--- config.mk ---
export PLATFORM = sky130hd
export DESIGN_NAME = dadda_prod_accum
export DESIGN_NICKNAME = d
export VERILOG_FILES = /design/src/rtl/dadda_prod_accum.sv
export SDC_FILE = /design/constraint.sdc
export NUM_CORES = 1
export LEC_CHECK = 0
export ABC_AREA = 1
export BUFFER_PORTS_ARGS = -buffer_cell sky130_fd_sc_hd__buf_2
export CAP_MARGIN = 40
export CORE_AREA = 2 2 94 96
export DETAILED_ROUTE_END_ITERATION = 8
export DIE_AREA = 0 0 96 98
export PLACE_DENSITY = 0.81
export SLEW_MARGIN = 15
export SYNTH_ARGS = -nofsm -noshare
export SYNTH_HDL_FRONTEND = slang
export SYNTH_SLANG_ARGS = --single-unit
--- constraint.sdc ---
create_clock -name clk -period 4.97 [get_ports clk]
set_clock_uncertainty 0.1 [all_clocks]
set_input_delay 0.2485 -clock clk [delete_from_list [all_inputs] [get_ports clk]]
set_output_delay 0.2485 -clock clk [all_outputs]
set_load 0.02 [all_outputs]
--- src/rtl/dadda_prod_accum.sv ---
// -----------------------------------------------------------------------------
// dadda_prod_accum
//
// Sequential multiply-accumulate back end for the combinational dadda8x8
// multiplier. Unsigned products arrive one beat at a time under a
// valid/ready handshake and are summed into a wide accumulator. A beat with
// in_last set closes the packet: the packet sum, the beat count and a sticky
// overflow flag are then presented on a registered output handshake.
//
// Ports:
//   clk        input   1        system clock, rising-edge active
//   rst        input   1        asynchronous, active-high reset
//   in_valid   input   1        in_prod / in_last carry a beat
//   in_ready   output  1        block accepts a beat this cycle
//   in_prod    input   PROD_W   unsigned product from the multiplier
//   in_last    input   1        this beat closes the packet
//   flush      input   1        synchronous discard of the partial packet
//   out_valid  output  1        result registers hold a completed packet
//   out_ready  input   1        downstream accepts the result
//   out_sum    output  ACC_W    packet sum, modulo 2^ACC_W
//   out_count  output  COUNT_W  beats in the packet, saturating
//   out_ovf    output  1        a carry out of ACC_W occurred in the packet
//
// Parameters:
//   PROD_W   product width (16 for an 8x8 multiplier)
//   ACC_W    accumulator / result width, must be >= PROD_W
//   COUNT_W  width of the per-packet beat counter
// -----------------------------------------------------------------------------
module dadda_prod_accum #(
  parameter int PROD_W  = 16,
  parameter int ACC_W   = 32,
  parameter int COUNT_W = 8
) (
  input  logic               clk,
  input  logic               rst,
  input  logic               in_valid,
  output logic               in_ready,
  input  logic [PROD_W-1:0]  in_prod,
  input  logic               in_last,
  input  logic               flush,
  output logic               out_valid,
  input  logic               out_ready,
  output logic [ACC_W-1:0]   out_sum,
  output logic [COUNT_W-1:0] out_count,
  output logic               out_ovf
);

  // ACCUM collects beats; HOLD presents a finished packet and blocks input
  // until the result has been taken.
  typedef enum logic [0:0] {
    ST_ACCUM = 1'b0,
    ST_HOLD  = 1'b1
  } state_t;

  // Saturating increment: the count sticks at all-ones rather than wrapping.
  function automatic logic [COUNT_W-1:0] sat_inc(input logic [COUNT_W-1:0] cnt);
    logic [COUNT_W-1:0] res;
    if (cnt == {COUNT_W{1'b1}}) begin
      res = cnt;
    end else begin
      res = cnt + COUNT_W'(1'b1);
    end
    return res;
  endfunction

  state_t             state_q,     state_d;
  logic [ACC_W-1:0]   acc_q,       acc_d;
  logic [COUNT_W-1:0] cnt_q,       cnt_d;
  logic               ovf_q,       ovf_d;
  logic               out_valid_q, out_valid_d;
  logic [ACC_W-1:0]   out_sum_q,   out_sum_d;
  logic [COUNT_W-1:0] out_count_q, out_count_d;
  logic               out_ovf_q,   out_ovf_d;

  // One bit wider than the accumulator so the carry out is visible.
  logic [ACC_W:0]     sum_ext_s;
  logic [ACC_W-1:0]   acc_upd_s;
  logic [COUNT_W-1:0] cnt_upd_s;
  logic               ovf_upd_s;
  logic               accept_s;

  // in_ready is forced low during reset, so it cannot wait for a register.
  assign in_ready = (state_q == ST_ACCUM) && !rst;
  assign accept_s = in_valid && in_ready;

  // Running values that include the current beat (used on accept).
  assign sum_ext_s = {1'b0, acc_q} + (ACC_W + 1)'(in_prod);
  assign acc_upd_s = sum_ext_s[ACC_W-1:0];
  assign ovf_upd_s = ovf_q | sum_ext_s[ACC_W];
  assign cnt_upd_s = sat_inc(cnt_q);

  assign out_valid = out_valid_q;
  assign out_sum   = out_sum_q;
  assign out_count = out_count_q;
  assign out_ovf   = out_ovf_q;

  // Next-state logic: accumulate, close packets, release held results.
  always_comb begin
    state_d     = state_q;
    acc_d       = acc_q;
    cnt_d       = cnt_q;
    ovf_d       = ovf_q;
    out_valid_d = out_valid_q;
    out_sum_d   = out_sum_q;
    out_count_d = out_count_q;
    out_ovf_d   = out_ovf_q;

    case (state_q)
      ST_ACCUM: begin
        if (flush) begin
          // Flush wins over a same-cycle beat, even a closing one.
          acc_d = {ACC_W{1'b0}};
          cnt_d = {COUNT_W{1'b0}};
          ovf_d = 1'b0;
        end else if (accept_s) begin
          if (in_last) begin
            // Result includes the closing beat; the accumulator restarts.
            out_sum_d   = acc_upd_s;
            out_count_d = cnt_upd_s;
            out_ovf_d   = ovf_upd_s;
            out_valid_d = 1'b1;
            acc_d       = {ACC_W{1'b0}};
            cnt_d       = {COUNT_W{1'b0}};
            ovf_d       = 1'b0;
            state_d     = ST_HOLD;
          end else begin
            acc_d = acc_upd_s;
            cnt_d = cnt_upd_s;
            ovf_d = ovf_upd_s;
          end
        end else begin
          state_d = ST_ACCUM;
        end
      end

      ST_HOLD: begin
        // Flush and input beats are ignored here; only the output
        // handshake moves the block back to ACCUM.
        if (out_valid_q && out_ready) begin
          out_valid_d = 1'b0;
          state_d     = ST_ACCUM;
        end else begin
          state_d = ST_HOLD;
        end
      end

      default: begin
        state_d     = ST_ACCUM;
        acc_d       = {ACC_W{1'b0}};
        cnt_d       = {COUNT_W{1'b0}};
        ovf_d       = 1'b0;
        out_valid_d = 1'b0;
      end
    endcase
  end

  // State and result registers with asynchronous reset.
  always_ff @(posedge clk or posedge rst) begin
    if (rst) begin
      state_q     <= ST_ACCUM;
      acc_q       <= {ACC_W{1'b0}};
      cnt_q       <= {COUNT_W{1'b0}};
      ovf_q       <= 1'b0;
      out_valid_q <= 1'b0;
      out_sum_q   <= {ACC_W{1'b0}};
      out_count_q <= {COUNT_W{1'b0}};
      out_ovf_q   <= 1'b0;
    end else begin
      state_q     <= state_d;
      acc_q       <= acc_d;
      cnt_q       <= cnt_d;
      ovf_q       <= ovf_d;
      out_valid_q <= out_valid_d;
      out_sum_q   <= out_sum_d;
      out_count_q <= out_count_d;
      out_ovf_q   <= out_ovf_d;
    end
  end

endmodule

## Yosys cells after proc, flatten, opt, wreduce, memory -nomap -nowiden

Cells that the tools add are included.

| word-level totals | value |
|---|---|
| register bits | 84 |
| input bits | 22 |
| word-level logic and storage cells | 46 |
| output and inout port bits | 43 |

| operators by class | value |
|---|---|
| reductions and logical operators | 8 |
| $add $sub $neg | 2 |
| eq/ne operators | 5 |
| bitwise operators | 3 |
| multiplexer cells | 20 |

Operators by type and width:

| kind | count |
|---|---|
| 2-to-1 mux 32 bit | 3 |
| adder 32 x 16 -> 33 bit | 1 |
| 2-to-1 mux 8 bit | 4 |
| 2-to-1 mux 1 bit | 11 |
| adder 8 x 1 -> 8 bit (second input constant) | 1 |
| equality test 8 bit (second input constant) | 1 |
| AND reduction 4 bit | 2 |
| inequality test 2 bit (second input constant) | 3 |
| case mux 1 bit (2 select lines) | 2 |
| logical AND 1 bit | 3 |
| inequality test 2 x 1 -> 1 bit (second input constant) | 1 |
| NOT 1 bit | 2 |
| AND reduction 2 bit | 1 |
| nonzero test 2 bit | 1 |
| logical NOT 1 bit | 1 |
| OR 1 bit | 1 |

## Logic depth before layout (Yosys ltp)

| depth | value |
|---|---|
| depth after elaboration | 6 |
| mapped depth | 14 |
| mapped depth without buffers | 14 |

## Least setup slack after synthesis

Ideal clock, no wire load.

| timing | value |
|---|---|
| path type | reg2reg |
| start | register acc_q[0] |
| end | register acc_q[30] |
| path buffers | 0 |
| data required time | 4.753 ns |
| slack | 3.081 ns |
| cell stages (with the launch flop) | 15 |
| clock period less this slack | 1.889 ns |
| arrival time | 1.672 ns |
| library setup time | 0.117 ns |
| cell sequence | dfrtp_1 -> ha_1 -> fa_1 -> nand2_1 -> nand2_1 -> nand3_1 -> nand2_1 -> nand2_1 -> nand2_1 -> nand2_1 -> nand2_1 -> nand2_1 -> nand2_1 -> nand2_1 -> nand2_1 |

| on the way | value |
|---|---|
| longest elaborated chain between the ends | 4 |

RTL lines:

| item | line | source |
|---|---|---|
| start, declared | 67 | `logic [ACC_W-1:0] acc_q, acc_d;` |
| start signal, assigned | 161 | `acc_q <= {ACC_W{1'b0}};` |
| adder 32 x 16 -> 33 bit | 87 | `assign sum_ext_s = {1'b0, acc_q} + (ACC_W + 1)'(in_prod);` |
| 2-to-1 mux 32 bit | 116 | `if (in_last) begin` |
| 2-to-1 mux 32 bit | 115 | `end else if (accept_s) begin` |
| 2-to-1 mux 32 bit | 110 | `if (flush) begin` |

Every way passes these cells. The select of a mux whose other input is x is not followed.
A chain may end at the register's enable or synchronous reset.

## Worst setup path after layout

Ends and elaborated chain as after synthesis.

==> run metrics <==
# IOs=65; DP Wirelength=8.65 mm; cell count after synthesis=702; TritonCTS clock tree=done; yosys warns=0; Slew Viols, Final=0; CTS H-Tree Depth=3; endpoints failing setup=0; Worst Setup Start Kind=flip-flop; Reg clk slew, reported paths=0.10 ns; RSZ-0062 raised after global routing=false; Routed Wire Length=11.5 mm; min-delay worst type=in -> reg; Leakage=0.00319 µW; Initial Utilization=58.3%; PwrDens=345 nW/µm²; # resized after CTS=0; sequential area share after synthesis=42.6%; Die Wd=96 µm; worst-margin pin slew=0.509 ns; fin nets=810; worst-path fanout max=3; fin crit period=2.21 ns; Hold Slack=0.125 ns; Top FF cell, synth=dfrtp_1; vias after detailed routing=4573; VDD IR-drop max=0.163 mV; final setup TNS=0 ns; Yosys top cell area share=42.6%; Skew-Pair Late Insertion Delay=0.37 ns; RePlAce Congestion=0.961; Initial DRC Count=264; 1st-pass router iterations=8; Final ANT Viol Nets=0; slew margin rel.=66.1%; Final Cycle Share=44.5%; Core Footprint=8470 µm²; Root Buffer=clkbuf_8; Mean Syn Cell Area=7.03 µm²; initial antenna violation count=0; Data arrival, critical path=2.37 ns; synthesized flop and latch total=84; Post-synth EDFFs=0; DR vias/cell=5.18; # rows=34; WL per Instance=13.1 µm; # diodes=0; Yosys top cell by area=dfrtp_1; fmax=0.453 GHz; Setup Buffers After CTS=0; Reg2Reg Depth=14; DIE AREA=9410 µm²; Worst EP required=5.13 ns; asr flop ratio synth=100%; r2r setup slk=2.76 ns; first-pass GRT wire length=19.7 mm; GR Overflow Total=0; vias in the first global route=4369; maximum number of pins on one net before global-route repair=58; outcome=complete, no violations; reg2reg end=acc_q[30]$_DFFE_PP0P_; Synth area leaders=dfrtp_1, nand2_1, inv_1; Inserted Clock Buffers=9; residual DRC count=0; critical path class=reg -> reg; port bufs=64; post-synth cell types=28; Crit. End Element=flip-flop; layout cells sized above 1=12.5%; Syn-to-layout area delta=13.8%; clock sink count=84; die height=98 µm; Hold Vio Cnt, Final=0; syn nets=742; worst r2r src=acc_q[0]$_DFFE_PP0P_; MaxCap Viol Count=0; CP startpoint=acc_q[0]$_DFFE_PP0P_; All-Layer GR Usage=26.2%; Cell Area, Synth=4940 µm²; CP endpoint=acc_q[30]$_DFFE_PP0P_; Longest Clk Path Bufs=2
-- cells by family (layout without fill, tap and decap cells) --
kind of cell    after synthesis  in the layout  synth area share, %
simple gates                418            418                 34.8
buf+inv                     106            179                 8.57
flops                        84             84                 42.6
compound gates               59             59                 6.29
fa+ha+maj                    18             18                 4.71
xor+xnor                     17             17                 3.02
-- metrics by stage --
stage	total power (µW)	util, %	setup slack [ns]	instance area (µm²)	std cells
2_1_floorplan	1250	-	2.46	4940	702
4_1_cts	1950	66.1	2.68	5600	882
5_1_grt	2070	66.3	2.61	5620	883
3_5_place_dp	1430	63.6	2.78	5380	865
3_3_place_gp	1400	63.1	2.39	5340	863
6_report	1940	66.3	2.76	5620	883
-- cells in the mapped netlist, drive strengths merged, types with 6 or more instances --
| master | instances |
|---|---|
| a21oi | 12 |
| buf | 12 |
| dfrtp | 84 |
| ha | 17 |
| inv | 92 |
| nand2 | 304 |
| nand3 | 52 |
| nand4 | 6 |
| nor2 | 38 |
| nor3 | 12 |
| o21ai | 38 |
| o22ai | 6 |
| xnor2 | 8 |
| xor2 | 9 |
-- area by class of cell --
| type | instances | area, µm² |
|---|---|---|
| Tap cell | 108 | 135 |
| Timing Repair Buffer | 71 | 415 |
| Fill cell | 767 | 2850 |
| Sequential cell | 84 | 2100 |
| Multi-Input combinational cell | 512 | 2410 |
| Clock inverter | 7 | 82.6 |
| Clock buffer | 9 | 124 |
| Inverter | 92 | 347 |
-- flip-flops by register name (all words and copies together) (netlist names) --
name,flops
out_count,8
out_ovf,1
out_valid,1
acc_q,32
out_sum,32
ovf_q,1
state_q,1
cnt_q,8
-- report_power, final --
part           internal [µW]  switching, µW
logic                    190            382
clock network            242            281
registers                786           57.5
-- metal layers --
metal | up-vias | track usage, % | wire length [µm]
met2 | 109 | 44.0 | 5580
met1 | 2123 | 34.8 | 5210
met3 | 19 | 3.24 | 520
met5 | - | 0 | 0
li1 | 2322 | - | -
met4 | 0 | 8.68 | 231
-- how the worst min path moves through the flow --
stage	start	endpoint	slack, ns	depth (start not counted)
final	out_ready	out_valid$_DFFE_PP0P_	0.12	3
after floorplan	flush	out_sum[17]$_DFFE_PP0P_	0.35	3
after CTS	out_ready	out_valid$_DFFE_PP0P_	0.12	3
after global routing	out_ready	out_valid$_DFFE_PP0P_	0.12	3
after global placement	out_sum[0]$_DFFE_PP0P_	out_sum[0]$_DFFE_PP0P_	0.35	2
after detailed placement	rst	cnt_q[5]$_DFFE_PP0P_	0.32	3
-- cell usage in the layout, fill, tap and decap left out, drive strengths merged --
cell type	instances
xnor2	8
o22ai	6
nand2b	2
clkinvlp	1
o21ai	38
nor3	12
clkinv	2
dfrtp	84
o21a	2
nand4	6
fa	1
nor2	38
or2	1
nand3	52
xor2	9
a21oi	12
bufinv	1
nand3b	3
a22oi	1
inv	95
buf	70
nand2	304
dlygate4sd3	1
clkbuf	9
ha	17
-- repair_timing --
| action | 4_1_cts | 5_1_grt |
|---|---|---|
| hold buffers | 1 | 0 |
| setup endpoints to repair | 0 | 0 |
| endpoints found under the hold margin | 37 | 0 |
-- critical path, stage by stage (launching register included) --
cell and delay, ns:
dfrtp_1 0.39, ha_1 0.22, fa_1 0.41, nand2_1 0.11, nand2_1 0.06, nand3_1 0.08, nand2_1 0.12, nand2_1 0.09
nand2_1 0.13, nand2_1 0.12, nand2_1 0.05, nand2_1 0.05, nand2_1 0.06, nand2_1 0.06, nand2_1 0.05
(Power assumes the default switching activity.)
